$ cat config.mk
export PLATFORM = sky130hd
export DESIGN_NAME = alu_share_arbiter
export DESIGN_NICKNAME = d
export VERILOG_FILES = /design/src/rtl/alu_share_arbiter.sv
export SDC_FILE = /design/constraint.sdc
export NUM_CORES = 1
export LEC_CHECK = 0
export CAP_MARGIN = 20
export CELL_PAD_IN_SITES_DETAIL_PLACEMENT = 1
export CELL_PAD_IN_SITES_GLOBAL_PLACEMENT = 1
export CORE_MARGIN = 2
export CORE_UTILIZATION = 37
export DETAILED_ROUTE_END_ITERATION = 10
export PLACE_DENSITY = 0.87
export SLEW_MARGIN = 25
export SYNTH_ARGS = -nofsm -noshare
export SYNTH_HDL_FRONTEND = slang
export SYNTH_SLANG_ARGS = --single-unit
$ cat constraint.sdc
create_clock -name clk -period 15.6 [get_ports clk]
set_clock_uncertainty 0.2 [all_clocks]
set_input_delay 3.12 -clock clk [delete_from_list [all_inputs] [get_ports clk]]
set_output_delay 3.12 -clock clk [all_outputs]
set_load 0.02 [all_outputs]
$ cat src/rtl/alu_share_arbiter.sv
// Shares one ALU datapath between two requesters with round-robin arbitration,
// a fixed settle latency, per-requester carry flags and a valid/ready response.
// Optional statistics counters are built when ALU_SHARE_STATS_EN is defined.
module alu_share_arbiter #(
  parameter int unsigned WIDTH   = 32,
  parameter int unsigned ALU_LAT = 1
) (
  input  logic             clk,
  input  logic             rst,
  input  logic             req0_valid,
  output logic             req0_ready,
  input  logic [WIDTH-1:0] req0_a,
  input  logic [WIDTH-1:0] req0_b,
  input  logic [2:0]       req0_op,
  input  logic             req0_branch,
  input  logic             req1_valid,
  output logic             req1_ready,
  input  logic [WIDTH-1:0] req1_a,
  input  logic [WIDTH-1:0] req1_b,
  input  logic [2:0]       req1_op,
  input  logic             req1_branch,
  output logic [WIDTH-1:0] alu_reg1,
  output logic [WIDTH-1:0] alu_reg2,
  output logic [2:0]       alu_x,
  output logic             alu_branch,
  input  logic [WIDTH-1:0] alu_result,
  input  logic [1:0]       alu_sign,
  input  logic             alu_carry,
  output logic             rsp_valid,
  input  logic             rsp_ready,
  output logic             rsp_id,
  output logic [WIDTH-1:0] rsp_result,
  output logic [1:0]       rsp_sign,
  output logic             rsp_cout,
  output logic             busy
`ifdef ALU_SHARE_STATS_EN
  ,
  output logic [15:0]      grant_cnt0,
  output logic [15:0]      grant_cnt1,
  output logic [15:0]      conflict_cnt
`endif
);

  localparam int unsigned CW = 4;

  typedef enum logic [1:0] {IDLE, ISSUE, SETTLE, RESP} state_t;

  state_t           state, state_nx;
  logic             prio;
  logic [1:0]       carry;
  logic [WIDTH-1:0] lat_a, lat_b;
  logic [2:0]       lat_op;
  logic             lat_branch, lat_id;
  logic [CW-1:0]    cnt;
  logic             cout_new;

  // Carry flag is only rewritten by a plain (non-branch) add.
  assign cout_new = (lat_op == 3'b000 && !lat_branch) ? alu_carry : carry[lat_id];
  assign busy     = (state != IDLE);

  // State register.
  always_ff @(posedge clk or posedge rst) begin
    if (rst) state <= IDLE;
    else     state <= state_nx;
  end

  // Next state and combinational grant; prio breaks ties when both are valid.
  always_comb begin
    state_nx   = state;
    req0_ready = 1'b0;
    req1_ready = 1'b0;
    case (state)
      IDLE: begin
        if (!rst) begin
          if (req0_valid && (!req1_valid || !prio)) req0_ready = 1'b1;
          else if (req1_valid)                       req1_ready = 1'b1;
          if (req0_valid || req1_valid) state_nx = ISSUE;
        end
      end
      ISSUE:   state_nx = SETTLE;
      SETTLE:  if (cnt == '0) state_nx = RESP;
      RESP:    if (rsp_ready) state_nx = IDLE;
      default: state_nx = IDLE;
    endcase
  end

  // Operand latch, ALU bus drive, settle counter, result capture and carries.
  always_ff @(posedge clk or posedge rst) begin
    if (rst) begin
      prio       <= 1'b0;
      carry      <= '0;
      lat_a      <= '0;
      lat_b      <= '0;
      lat_op     <= '0;
      lat_branch <= 1'b0;
      lat_id     <= 1'b0;
      cnt        <= '0;
      alu_reg1   <= '0;
      alu_reg2   <= '0;
      alu_x      <= '0;
      alu_branch <= 1'b0;
      rsp_valid  <= 1'b0;
      rsp_id     <= 1'b0;
      rsp_result <= '0;
      rsp_sign   <= '0;
      rsp_cout   <= 1'b0;
    end else begin
      case (state)
        IDLE: begin
          if (req0_ready) begin
            lat_a      <= req0_a;
            lat_b      <= req0_b;
            lat_op     <= req0_op;
            lat_branch <= req0_branch;
            lat_id     <= 1'b0;
            prio       <= 1'b1;
          end else if (req1_ready) begin
            lat_a      <= req1_a;
            lat_b      <= req1_b;
            lat_op     <= req1_op;
            lat_branch <= req1_branch;
            lat_id     <= 1'b1;
            prio       <= 1'b0;
          end
        end
        ISSUE: begin
          alu_reg1   <= lat_a;
          alu_reg2   <= lat_b;
          alu_x      <= lat_op;
          alu_branch <= lat_branch;
          cnt        <= CW'(ALU_LAT - 1);
        end
        SETTLE: begin
          if (cnt == '0) begin
            rsp_result    <= alu_result;
            rsp_sign      <= alu_sign;
            rsp_id        <= lat_id;
            rsp_cout      <= cout_new;
            carry[lat_id] <= cout_new;
            rsp_valid     <= 1'b1;
          end else begin
            cnt <= cnt - CW'(1);
          end
        end
        RESP: if (rsp_ready) rsp_valid <= 1'b0;
        default: ;
      endcase
    end
  end

`ifdef ALU_SHARE_STATS_EN
  // Wrapping grant and contention counters.
  always_ff @(posedge clk or posedge rst) begin
    if (rst) begin
      grant_cnt0   <= '0;
      grant_cnt1   <= '0;
      conflict_cnt <= '0;
    end else begin
      if (req0_ready) grant_cnt0 <= grant_cnt0 + 16'd1;
      if (req1_ready) grant_cnt1 <= grant_cnt1 + 16'd1;
      if (state == IDLE && req0_valid && req1_valid) conflict_cnt <= conflict_cnt + 16'd1;
    end
  end
`endif

endmodule

==> metrics.csv, run 1 <==
stage,metric,value,unit
clock_tree,cts_max_path_buffers,2,
setup_path,crit_family,buffers and inverters,
grt,grt_overflow,0,
clock_tree,cts_tree,done,
setup_path,crit_start,rst,
setup_path,crit_buf_inv,3,
sta,finalCritPeriodShare,55.4,%
hold_path,hold_path.class,flip-flop to flip-flop,
setup_path,slowest_delay,0.63,ns
floorplanning,coreArea,0.0201,mm2
setup_path,crit_arrival,5.32,ns
setup_path,r2r_end,lat_a[4],
flow_run,drv_cap,0,
clock_tree,cts_hold_buffers,0,
sta,rsz0062_at_grt,false,
sta,finalCriticalPeriod,8.64,ns
setup_path,r2r_slack,12.61,ns
routing,avgRoutedWirePerCell,17.6,um
routing,drc,0,
floorplanning,die_w,147,um
finish,antenna_cells,0,
finish,nets,1038,
clock_tree,path_clk_slew,0.07,ns
finish,syn2layout_area_growth,49.7,%
floorplanning,initial_core_util,37.6,%
floorplanning,die-area,0.0216,mm2
synth,synth-seq-cells,183,
routing,ant_nets,0,
synth,netlist_instances,585,
synth,yosysWarningCount,0,
sta,tightest_slew,0.840,ns
power,vdd_ir_drop_max,0.0867,mV
floorplanning,io_pins,284,
place,pre_cts_slack,6.93,ns
routing,viasPerCell,4.82,
finish,multi_input_area,0.00281,mm2
sta,hold_slack,0.277,ns
grt,antenna_found_initial,0,
synth,synth_area,0.00755,mm2
sta,final.setup.tns,0,ns
floorplanning,placementRows,52,
routing,routed_wl,20000,um
synth,synth.distinct_cells,25,
finish,final_common_cell,clkdlybuf4s50_1,
clock_tree,cts_buffers,17,
clock_tree,cts.sinks,183,
hold_path,min_path_cells,2,
finish,drive_above_1_share,16.9,%
sta,hold_viol,0,
setup_path,end_kind,output pin,
place,routabilityCongestion,0.729,
outcome,status,"complete, no violations",
finish,register_area,0.00458,mm2
setup_path,crit_fanout,25,
setup_path,cpMostUsedCell,clkdlybuf4s50_1,
setup_path,critPathSlowestCell,clkdlybuf4s50_1,
sta,setup_viol,0,
sta,max_freq,0.116,GHz
routing,drtPass1Iterations,4,
grt,grt_max_degree,125,
floorplanning,die_h,147,um
sta,setup_ws,6.96,ns
clock_tree,cts_resized,0,
sta,slew_headroom,44.0,%
setup_path,crit_type,primary input to output pin,
finish,nFillCells,2003,
hold_path,hold_end,lat_b[18],
power,powerDensity,198,mW/mm2
grt,grt_pass1_vias,6180,
routing,drt-initial-drc-count,151,
power,p_leak,0.00524,uW
synth,syn-num-nets,766,
synth,syn_avg_cell_area,12.9,um2
sta,finalMaxSlewViolations,0,
setup_path,crit-reg2reg-launch,state[0],
synth,ys_seq_area_share,60.6,%
hold_path,hp-start,lat_b[18],
clock_tree,cts.root.buffer_cell,clkbuf_16,
grt,grt.total_usage,19.1,%
place,io_buffer_count,283,
finish,mostFrequentLayoutCells,"clkdlybuf4s50_1 (283), dfrtp_1 (183), mux2_2 (106), nand2_1 (76), mux2i_1 (69)",
clock_tree,clock_latency,0.42,ns
clock_tree,htree_num_levels,4,
clock_tree,cts_setup_buffers,0,
place,post-dp-hpwl,14600,um
setup_path,r2r_cells,7,
setup_path,cp_data_required_time,12.28,ns
grt,grt_pass1_wl,32800,um
routing,vias,5484,
setup_path,crit_path_cell_trace,"clkdlybuf4s50_1, nor2b_2, nand3_4, inv_1, clkdlybuf4s50_1",
setup_path,start_kind,primary input,
## tightest hold or removal path, cell delays in order (launching register included)
cell and delay (ns):
dfrtp_1 0.34, nand2_1 0.05, o21ai_0 0.06
## registers in the layout (all words and copies together), names as in the netlist, 3 cells and up
register / flops
alu_reg1: 32
alu_reg2: 32
lat_a: 32
lat_b: 32
rsp_result: 32
cnt: 4
alu_x: 3
lat_op: 3
## cell usage after synthesis
cell       number  area (um2)
dfrtp_1       183        4580
mux2_2        106        1190
nand2_1        76         285
mux2i_1        69         691
o21ai_0        65         325
clkbuf_1       16        60.1
buf_2          15        75.1
o21ai_1        13        65.1
inv_1          10        37.5
ha_1            5        62.6
buf_4           4        30.0
nand3_1         4        20.0
nor2_1          4        15.0
a21oi_1         3        15.0
nand2b_1        2        12.5
a22o_1          1        8.76
a32oi_1         1        8.76
buf_6           1        11.3
mux2_1          1        11.3
nor2b_2         1        8.76
nor3_1          1        5.00
nor4_1          1        6.26
nor4bb_1        1        10.0
o2bb2ai_1       1        8.76
xnor2_1         1        8.76
## kinds of logic after synthesis
family | synth area share, %
flops | 60.6
buf+inv | 2.83
compound gates | 5.71
simple gates | 4.80
fa+ha+maj | 0.828
xor+xnor | 0.116
mux | 25.1
## metrics by stage
step	cell area, um2	total power [uW]	cells	util (%)
after detailed placement	10600	1780	1107	52.9
after global routing	11300	2370	1138	56.3
after CTS	11300	2270	1137	56.2
after floorplan	7550	1340	585	-
after global placement	10600	1730	1107	52.9
final	11300	2240	1138	56.3
## worst max-delay path by stage
stage / endpoint / slack [ns] / cells past startpoint
after global placement: req0_ready / 7.08 / 5
after CTS: req0_ready / 6.94 / 5
after floorplan: alu_branch / 7.31 / 1
after global routing: req0_ready / 6.80 / 5
after detailed placement: req0_ready / 6.93 / 5
final: req0_ready / 6.96 / 5
## power breakdown
part / switching (uW) / internal (uW)
clock: 185 / 287
sequential: 115 / 694
combinational: 458 / 496
total: 758 / 1480
## final cells by class
| class | instances | share of cell area, % |
|---|---|---|
| Sequential cell | 183 | 40.5 |
| Tap cell | 270 | 2.99 |
| Clock buffer | 18 | 3.79 |
| Inverter | 10 | 0.398 |
| Timing Repair Buffer | 289 | 25.6 |
| Clock inverter | 12 | 1.90 |
| Multi-Input combinational cell | 356 | 24.9 |
## per-layer routing
metal / wire, um / global-route usage, % / vias up
li1: - / - / 2563
met1: 8000 / 22.4 / 2712
met2: 10500 / 34.7 / 189
met3: 1280 / 5.31 / 20
met4: 274 / 4.86 / 0
met5: 0 / 0 / -
Note: power is estimated with default switching activity, not from simulation.
==> inputs of run 2 (changes only) <==
CORE_UTILIZATION = 34   (was 37)
PLACE_DENSITY = 0.81   (was 0.87)
clock period = 8.8 ns   (was 15.6 ns; I/O delays follow)
==> run 2 against run 1 <==
Critical endpoint unchanged. Routed wire length decreased by 2.6%. Largest power group unchanged. Core utilization is 4.8 points lower. Combinational power rose by 76%. Final cell count up 0.97%. Total power up 72%. First-iteration DRC count shrank 4.0%. Die area up 8.6%.
==> metrics.csv, run 2 (synthesized netlist as in run 1, its figures left out) <==
stage,metric,value,unit,change
finish,nets,1038,,unchanged
clock_tree,cts_max_path_buffers,2,,unchanged
grt,grt_overflow,0,,unchanged
sta,finalCritPeriodShare,67.3,%,
floorplanning,die_w,153,um,+4.2%
clock_tree,clock_latency,0.42,ns,about the same
clock_tree,cts.root.buffer_cell,clkbuf_16,,
grt,grt_pass1_wl,32100,um,-2.1%
finish,drive_above_1_share,17.0,%,+0.096 points
sta,finalMaxSlewViolations,0,,unchanged
setup_path,end_kind,output pin,,
grt,grt_pass1_vias,5973,,-3.3%
power,vdd_ir_drop_max,0.111,mV,+28%
sta,rsz0062_at_grt,false,,
floorplanning,coreArea,0.0218,mm2,+8.6%
clock_tree,cts_tree,done,,
routing,drt-initial-drc-count,145,,-4.0%
finish,mostFrequentLayoutCells,"clkdlybuf4s50_1 (283), dfrtp_1 (183), mux2_2 (106), nand2_1 (76), mux2i_1 (69)",,
clock_tree,cts_setup_buffers,0,,unchanged
finish,syn2layout_area_growth,48.7,%,
sta,tightest_slew,0.940,ns,+0.100 ns
routing,avgRoutedWirePerCell,17.0,um,-3.6%
clock_tree,cts.sinks,183,,unchanged
floorplanning,die_h,153,um,+4.2%
sta,hold_viol,0,,unchanged
clock_tree,path_clk_slew,0.07,ns,about the same
sta,setup_ws,2.88,ns,-4.08 ns
finish,final_area,0.0112,mm2,-0.69%
floorplanning,initial_core_util,34.6,%,-3.0 points
finish,multi_input_area,0.00281,mm2,unchanged
finish,fin_util,51.5,%,-4.8 points
sta,slew_headroom,37.2,%,-6.8 points
finish,nFillCells,2273,,+13%
power,power_frac_seq,37.3,%,+1.1 points
setup_path,crit_type,primary input to output pin,,
routing,routed_wl,19500,um,-2.6%
clock_tree,cts_resized,0,,unchanged
routing,ant_nets,0,,unchanged
floorplanning,die-area,0.0234,mm2,+8.6%
power,p_sw_share,35.3,%,+1.4 points
power,p_clk_share,18.9,%,-2.2 points
sta,final.setup.tns,0,ns,unchanged
setup_path,r2r_cells,7,,unchanged
clock_tree,cts_buffers,17,,unchanged
power,powerDensity,342,mW/mm2,+73%
routing,drc,0,,unchanged
finish,antenna_cells,0,,unchanged
routing,vias,5417,,-1.2%
place,routabilityCongestion,0.697,,-4.4%
finish,final_common_cell,clkdlybuf4s50_1,,
floorplanning,io_pins,284,,unchanged
place,io_buffer_count,283,,unchanged
hold_path,min_path_cells,2,,unchanged
sta,setup_viol,0,,unchanged
outcome,status,"complete, no violations",,
grt,grt.total_usage,17.1,%,-2.0 points
place,pre_cts_slack,2.82,ns,-4.11 ns
sta,max_freq,0.169,GHz,
setup_path,cp_data_required_time,6.84,ns,-5.44 ns
finish,register_area,0.00458,mm2,unchanged
sta,finalCriticalPeriod,5.92,ns,
clock_tree,htree_num_levels,4,,unchanged
place,placed_area,0.0107,mm2,+0.12%
setup_path,crit_arrival,3.96,ns,-1.36 ns
setup_path,crit_fanout,29,,+16%
power,combPwrFrac,43.8,%,+1.1 points
clock_tree,cts_hold_buffers,0,,unchanged
power,p_leak,0.00520,uW,-0.90%
hold_path,hold_path.class,flip-flop to flip-flop,,
power,p_int,2490,uW,+68%
grt,grt_max_degree,120,,-4.0%
routing,viasPerCell,4.71,,-2.2%
power,power,3850,uW,+72%
setup_path,start_kind,primary input,,
grt,antenna_found_initial,0,,unchanged
place,post-dp-hpwl,14000,um,-4.2%
routing,drtPass1Iterations,4,,unchanged
power,switchingPower,1360,uW,+79%
flow_run,drv_cap,0,,unchanged
floorplanning,placementRows,54,,+3.8%
[run 2: cell types whose count changed in the layout (fill, tap and decap cells not counted), sizes merged]
cell      change
bufinv        -5
clkbuf        +1
clkinv        +1
clkinvlp      +2
inv           +2
[run 2: critical path: stages]
cell,delay (ns)
clkdlybuf4s50_1,0.53
nor2b_2,0.32
nand3_4,0.50
inv_1,0.20
clkdlybuf4s50_1,0.63
[run 2: final timing paths]
path,from,end,slack (ns)
setup / recovery,rst,req0_ready,2.88
hold / removal,lat_b[28],lat_b[28],0.28
setup reg to reg,state[0],carry[0],5.80
hold reg to reg,lat_b[28],lat_b[28],0.28
max in group asynchronous,rst,alu_reg2[24],5.29
min in group asynchronous,rst,alu_x[1],1.77
[run 2: area by class of cell]
type	instances	area share (%)
clock inverters	12	0.991
multi-input cells	356	25.0
well taps	280	3.12
flip-flops and latches	183	40.8
clock buffers	19	3.94
inverters	10	0.401
repair buffers	289	25.7
[run 2: metal layers]
metal / global-route usage [%] / wire, um / share of wire [%]
met5: 0 / 0 / 0
met4: 4.06 / 206 / 1.1
met3: 5.44 / 1330 / 6.8
met2: 29.7 / 9940 / 51
met1: 20.7 / 8020 / 41
[run 2: power by group through the flow]
stage | registers (uW) | logic, uW | clock network (uW)
finish | 1440 | 1680 | 726
global route | 1490 | 1820 | 782
CTS | 1440 | 1710 | 750
detailed placement | 1460 | 1710 | 0
global placement | 1420 | 1660 | 0
floorplan | 1690 | 695 | 0
[run 2: stage by stage]
step                      hold WS [ns]  std cells
final                            0.279       1149
after global routing             0.311       1149
after CTS                        0.282       1148
after detailed placement         0.267       1117
after global placement           0.256       1117
after floorplan                  0.244        585
